==> src/rtl/sce.sv <==
// SIGNAL channel encoder (SCE).
// Builds the 24-bit 802.11a SIGNAL field from RATE/LENGTH (even parity plus six
// tail zeros), encodes it with the rate-1/2 K=7 convolutional code (g0=133o,
// g1=171o) and streams the 48 coded bits out serially, one per clock.
//
// Ports:
//   clk     working clock
//   rst     synchronous reset, active high
//   rate    RATE field, rate[3]=R1 is transmitted first
//   len     LENGTH field in bytes, transmitted LSB first
//   di_vld  start request, sampled together with rate/len while rdy=1
//   rdy     idle and able to accept di_vld
//   do_bit  coded output bit (the name "do" is a reserved SystemVerilog keyword)
//   do_vld  do_bit is valid
//   do_last high with the 48th coded bit
module sce (
  input  logic        clk,
  input  logic        rst,
  input  logic [3:0]  rate,
  input  logic [11:0] len,
  input  logic        di_vld,
  output logic        rdy,
  output logic        do_bit,
  output logic        do_vld,
  output logic        do_last
);

  typedef enum logic [1:0] {
    IDLE  = 2'd0,
    ENC_A = 2'd1,
    ENC_B = 2'd2
  } state_t;

  state_t      state;
  state_t      state_nxt;
  logic [23:0] field;      // field[i] = SIGNAL bit b_i in transmit order
  logic [5:0]  sr;         // sr[0]=d1 (most recent input) .. sr[5]=d6
  logic [4:0]  cnt;        // index of the input bit being encoded
  logic [23:0] field_new;
  logic        x;
  logic        coded_a;
  logic        coded_b;
  logic        last_bit;

  // SIGNAL field assembly from the live inputs; only latched on an accepted start.
  always_comb begin
    field_new        = '0;
    field_new[0]     = rate[3];
    field_new[1]     = rate[2];
    field_new[2]     = rate[1];
    field_new[3]     = rate[0];
    field_new[4]     = 1'b0;
    field_new[16:5]  = len;
    field_new[17]    = ^{rate, len};
    field_new[23:18] = '0;
  end

  assign x        = field[cnt];
  assign coded_a  = x ^ sr[1] ^ sr[2] ^ sr[4] ^ sr[5];
  assign coded_b  = x ^ sr[0] ^ sr[1] ^ sr[2] ^ sr[5];
  assign last_bit = (cnt == 5'd23);

  always_ff @(posedge clk) begin
    if (rst) begin
      state <= IDLE;
      field <= '0;
      sr    <= '0;
      cnt   <= '0;
    end else begin
      state <= state_nxt;
      if (state == IDLE && di_vld) begin
        field <= field_new;
        sr    <= '0;
        cnt   <= '0;
      end else if (state == ENC_B) begin
        sr  <= {sr[4:0], x};
        cnt <= last_bit ? 5'd0 : cnt + 5'd1;
      end
    end
  end

  // Outputs decode the registered state directly, so they are quiet in IDLE.
  always_comb begin
    state_nxt = state;
    rdy       = 1'b0;
    do_bit    = 1'b0;
    do_vld    = 1'b0;
    do_last   = 1'b0;
    case (state)
      IDLE: begin
        rdy = 1'b1;
        if (di_vld) state_nxt = ENC_A;
      end
      ENC_A: begin
        do_bit    = coded_a;
        do_vld    = 1'b1;
        state_nxt = ENC_B;
      end
      ENC_B: begin
        do_bit    = coded_b;
        do_vld    = 1'b1;
        do_last   = last_bit;
        state_nxt = last_bit ? IDLE : ENC_A;
      end
      default: state_nxt = IDLE;
    endcase
  end

endmodule

==> config.mk <==
export PLATFORM = sky130hd
export DESIGN_NAME = sce
export DESIGN_NICKNAME = d
export VERILOG_FILES = /design/src/rtl/sce.sv
export SDC_FILE = /design/constraint.sdc
export NUM_CORES = 1
export LEC_CHECK = 0
export ABC_AREA = 1
export ABC_CLOCK_PERIOD_IN_PS = 3400
export CAP_MARGIN = 20
export CORE_ASPECT_RATIO = 0.9
export CORE_MARGIN = 2
export CORE_UTILIZATION = 25
export CTS_BUF_LIST = sky130_fd_sc_hd__clkbuf_16
export DETAILED_ROUTE_END_ITERATION = 12
export PLACE_DENSITY = 0.51
export REMOVE_ABC_BUFFERS = 1
export SKIP_LAST_GASP = 1
export SYNTH_ARGS = -nofsm -noshare
export SYNTH_HDL_FRONTEND = slang
export SYNTH_SLANG_ARGS = --single-unit
==> constraint.sdc <==
create_clock -name clk -period 3.4 [get_ports clk]
set_input_delay 0.34 -clock clk [delete_from_list [all_inputs] [get_ports clk]]
set_output_delay 0.34 -clock clk [all_outputs]
set_load 0.02 [all_outputs]
==> results of run 1 <==
-- sequential cells by signal, indices dropped and copies added (netlist names) --
register,flops
cnt,5
sr,6
state,2
field,17
-- power by group through the flow --
stage	Clock (mW)	Sequential (mW)	Combinational [mW]
after floorplan	0	0.419	0.234
after global placement	0	0.425	0.336
after detailed placement	0	0.425	0.336
after CTS	0.503	0.418	0.338
after global routing	0.515	0.423	0.383
final	0.490	0.418	0.330
-- cell families after synthesis --
kind of cell | count (synthesis) | share of synthesized area [%]
AO/OA/AOI/OAI | 33 | 11.9
XOR/XNOR | 17 | 9.94
adder cells (fa/ha/maj) | 5 | 3.79
buffers and inverters | 36 | 9.10
AND/OR/NAND/NOR | 115 | 28.8
flip-flops | 30 | 36.4
-- per-layer routing --
layer | part of all wire [%] | vias up | track usage, %
li1 | - | 794 | -
met2 | 42 | 20 | 17.1
met4 | 2.4 | 0 | 5.52
met3 | 3.9 | 7 | 2.95
met5 | 0 | - | 0
met1 | 51 | 626 | 13.7
-- critical path, delay by kind of cell, from the launching register on --
family                     cells  cell delay, ns
buffers and inverters          3            0.84
DFF                            1            0.33
AOI/OAI and AO/OA              1            0.14
and+or+nand+nor                5            0.50
adders and majority gates      1            0.42
-- metrics by stage --
step / power, mW / hold slack [ns]
2_1_floorplan: 0.653 / 0.409
5_1_grt: 1.32 / 0.487
3_3_place_gp: 0.761 / 0.450
4_1_cts: 1.26 / 0.455
3_5_place_dp: 0.761 / 0.448
6_report: 1.24 / 0.452
-- path summary, 6_finish.rpt --
check | to | depth (start not counted) | start | slack, ns
max | do_bit | 10 | state[0] | 0.56
min | field[3] | 2 | field[3] | 0.45
max reg2reg | sr[0] | 9 | state[0] | 1.67
min reg2reg | field[3] | 2 | field[3] | 0.45
-- cell type report --
cell class | instances | share of cell area (%)
Clock buffer | 5 | 5.90
Clock inverter | 3 | 1.89
Inverter | 30 | 5.43
Multi-Input combinational cell | 170 | 42.4
Sequential cell | 30 | 28.3
Tap cell | 90 | 5.31
Timing Repair Buffer | 23 | 10.7
-- cells in the mapped netlist --
library cell	instances	share of area, %
o21ai_2	1	0.53
inv_2	6	1.4
buf_6	1	0.68
a211oi_1	11	5.0
inv_4	1	0.38
ha_1	5	3.8
o21ai_0	1	0.30
xor2_2	2	2.0
clkbuf_1	3	0.68
dfxtp_1	30	36
inv_1	23	5.2
nand3_1	14	4.2
a21oi_1	18	5.5
buf_4	1	0.46
nor3_1	4	1.2
nand2_1	67	15
nand3b_1	1	0.46
o21ai_1	2	0.61
or2_1	1	0.38
buf_2	1	0.30
xor2_1	5	2.7
nand2_2	2	0.76
xnor2_1	10	5.3
nand2_4	1	0.68
nor2_1	24	5.5
nand4_1	1	0.38
==> metrics.yaml, run 1 <==
power_and_ir_drop:
  vdd_drop_max_v: 0.000274
  combPwrFrac_pct: 26.7
  leakagePower_nw: 0.876
  p_per_area_nw_per_um2: 585
  clockPowerShare_pct: 39.6
  intPower_uw: 871
  switching_share_pct: 29.7
  pwr-share-seq_pct: 33.8
  power.switching_uw: 368
timing:
  skew_ns: 0.00344
  period_needed_ns: 2.84
  maxSlewHeadroom_pct: 70.7
  finalHoldViolations: 0
  tns_ns: 0
  slew_violations: 0
  worst_slack_ns: 0.561
  fmax_mhz: 352
  setup_viol: 0
  period_share_pct: 83.5
  rsz0062_at_grt: "false"
  tightestPinTransition_ns: 0.439
worst_setup_path:
  end_kind: "primary output"
  worst_setup_path_start_kind: "flop"
  path_max_fanout: 13
  path_cells: "inv_1 -> ha_1 -> inv_2 -> nand2_1 -> nand2_1 -> nand3b_1 -> nand2_1 -> nand3_1 -> a21oi_1 -> clkdlybuf4s50_1"
  critical_path_required_ns: 3.06
  crit_type: "flop to primary output"
  path_common_cell: "nand2_1"
  arrival_ns: 2.50
  cp_slowest_cell: "clkdlybuf4s50_1"
  cpPeakStageDelay_ns: 0.61
cells_and_area:
  diodes: 0
  fin_cells: 351
  layout-drive-gt1-share_pct: 8.43
  ff_latch_area_um2: 601
  multi_input_area_um2: 898
  mostFrequentLayoutCell: "nand2_1"
  utilization_pct: 32.7
  final_cell_mix: "67 x nand2_1, 30 x dfxtp_1, 24 x nor2_1"
  nFillCells: 722
  stdcell_area_um2: 2120
  area_delta_synth_final_pct: 28.5
  nets: 284
yosys:
  ys_ff_latch: 30
  synth_area_per_cell_um2: 6.99
  synthCells: 236
  yosysWarnings: 0
  synth_seq_area_share_pct: 36.4
  synth.distinct_cells: 26
  netlist_area_um2: 1650
route:
  dr_total_vias: 1447
  drtPass1Iterations: 4
  wire_per_inst_um: 9.68
  drc: 0
  drtIter0Drc: 63
  drt-vias-per-instance: 4.12
  wl_mm: 3.40
  detail-route-antenna-nets: 0
floorplanning:
  die_area_um2: 7260
  row_count: 28
  io_pins: 23
  fp.dieW_um: 89.6
  die_h_um: 81.1
  coreArea_um2: 6480
  start_util_pct: 25.4
place:
  place_ws_ns: 0.837
  io_buffers: 22
  place_inst: 343
  placedInstanceArea_um2: 1950
  place_hpwl_mm: 2.54
  place.gp.congestion: 0.783
global_route:
  antenna_found_initial: 0
  grt_max_degree: 29
  overflow: 0
  grt_pass1_wl_mm: 6.20
  grt_pass1_vias: 1444
  track_usage_pct: 10.9
clock_tree:
  numClockSinks: 30
  post_cts_resize_count: 0
  clk_latency_ns: 0.27
  cts-root-buf: "clkbuf_16"
  postCtsSetupRepairBufs: 0
  cts_buffer_depth: 2
  tritoncts: "done"
  clk_pin_slew_ns: 0.05
  cts_hold_buf: 0
  cts_max_level: 2
  numCtsBuffers: 5
run:
  maxCapViolations: 0
hold_path:
  hold_class: "flop to flop"
status:
  status: "complete, no violations"
(Power assumes the default switching activity.)
==> inputs of run 2 (changes only) <==
- ABC_CLOCK_PERIOD_IN_PS: 3400 -> 2700
- clock period: 3.4 -> 2.7 ns (I/O delays scaled with it)
==> metrics.yaml, run 2 (synthesis results as in run 1) <==
floorplanning:
  die_area_um2: 7260
  fp.dieW_um: 89.6
  io_pins: 23
  row_count: 28
  start_util_pct: 25.4
  die_h_um: 81.1
  coreArea_um2: 6480
clock_tree:
  cts_max_level: 2
  tritoncts: "done"
  cts_hold_buf: 0
  numClockSinks: 30
  clk_latency_ns: 0.27
  postCtsSetupRepairBufs: 0
  cts-root-buf: "clkbuf_16"
  numCtsBuffers: 5
  cts_buffer_depth: 2
  clk_pin_slew_ns: 0.05
timing:
  finalHoldViolations: 0
  fmax_mhz: 397
  tightestPinTransition_ns: 0.326
  maxSlewHeadroom_pct: 78.1
  slew_violations: 0
  period_needed_ns: 2.52
  setup_viol: 0
  tns_ns: 0
  period_share_pct: 93.3
  hold_ws_ns: 0.457
  rsz0062_at_grt: "false"
  skew_ns: 0.00559
power_and_ir_drop:
  intPower_mw: 1.20
  power.switching_uw: 473
  switching_share_pct: 28.2
  power_mw: 1.67
  leakagePower_nw: 0.897
  p_per_area_nw_per_um2: 771
  clockPowerShare_pct: 42.6
  pwr-share-seq_pct: 31.4
  combPwrFrac_pct: 26.0
  vdd_drop_max_v: 0.000341
worst_setup_path:
  reg2reg_from: "state[0]"
  worst_setup_path_start_kind: "flop"
  crit_type: "flop to primary output"
  setup.worst_path.start: "state[0]"
  arrival_ns: 2.25
  endpoint: "do_bit"
  end_kind: "primary output"
  reg2reg_setup_slack_ns: 0.93
  critical_path_required_ns: 2.43
  r2r-end: "cnt[0]"
  path_max_fanout: 5
  reg2reg_depth: 7
cells_and_area:
  nets: 287
  reg.largest.list: "field: 17 flops, sr: 6 flops, cnt: 5 flops"
  largest_register_ffs: 17
  utilization_pct: 33.5
  layout-drive-gt1-share_pct: 9.47
  final_cell_mix: "67 x nand2_1, 30 x dfxtp_1, 24 x nor2_1"
  ff_latch_area_um2: 601
  regMostFlops: "field"
  diodes: 0
  area_delta_synth_final_pct: 31.5
  stdcell_area_um2: 2170
  mostFrequentLayoutCell: "nand2_1"
  nFillCells: 694
  multi_input_area_um2: 901
route:
  drtPass1Iterations: 4
  wl_met2_mm: 1.44
  drtIter0Drc: 99
  wl_mm: 3.54
  wl_met3_um: 161
  drt-vias-per-instance: 4.11
  topRoutingLayerUsed: "met4"
  drt-met1-wl_mm: 1.87
  drc: 0
  detail-route-antenna-nets: 0
  wire_per_inst_um: 9.99
  dr_total_vias: 1456
global_route:
  antenna_found_initial: 0
  grt_pass1_vias: 1329
  track_usage_pct: 11.0
  grt_pass1_wl_mm: 6.13
  grt_max_degree: 29
  overflow: 0
place:
  placedInstanceArea_um2: 1980
  io_buffers: 22
  place.gp.congestion: 0.817
  place_hpwl_mm: 2.66
status:
  status: "complete, no violations"
hold_path:
  min_from: "field[3]"
  hold_class: "flop to flop"
run:
  maxCapViolations: 0
-- run 2: worst min-delay path by stage --
stage,endpoint,slack (ns),cells past startpoint
finish,field[3],0.46,2
global route,sr[3],0.49,2
detailed placement,field[3],0.45,2
CTS,field[3],0.46,2
floorplan,field[10],0.34,1
global placement,sr[3],0.45,2
-- run 2: timing repair --
action,4_1_cts,5_1_grt
resized for setup,0,1
endpoints found under the setup margin,0,1
hold endpoints to repair,0,0
-- run 2: power groups by stage --
stage	Clock, mW	Combinational, mW	Sequential, mW
2_1_floorplan	0	0.294	0.528
3_3_place_gp	0	0.437	0.532
3_5_place_dp	0	0.439	0.533
4_1_cts	0.729	0.442	0.524
5_1_grt	0.754	0.497	0.531
6_report	0.713	0.435	0.525
-- run 2: layout make-up --
cell class	count	area share (%)
Clock buffer	5	5.77
Clock inverter	3	2.94
Inverter	30	5.31
Multi-Input combinational cell	170	41.5
Sequential cell	30	27.7
Tap cell	90	5.19
Timing Repair Buffer	26	11.5
-- run 2: per-stage QoR --
stage,setup slack (ns),std cells
5_1_grt,0.0111,354
3_5_place_dp,0.423,346
2_1_floorplan,0.765,230
4_1_cts,0.122,354
3_3_place_gp,0.459,346
6_report,0.180,354
-- run 2: per-layer routing --
layer / track usage, % / up-vias
li1: - / 803
met1: 15.2 / 626
met2: 15.7 / 22
met3: 3.76 / 5
met4: 4.03 / 0
met5: 0 / -
-- run 2: worst max-delay path: stages, from the launching register on --
cell             delay (ns)
dfxtp_1                0.34
inv_1                  0.09
ha_2                   0.24
inv_2                  0.05
nand2_1                0.07
nand2_1                0.08
nand3b_1               0.16
nand2_1                0.10
nand3_1                0.09
a21oi_1                0.15
clkdlybuf4s50_1        0.61
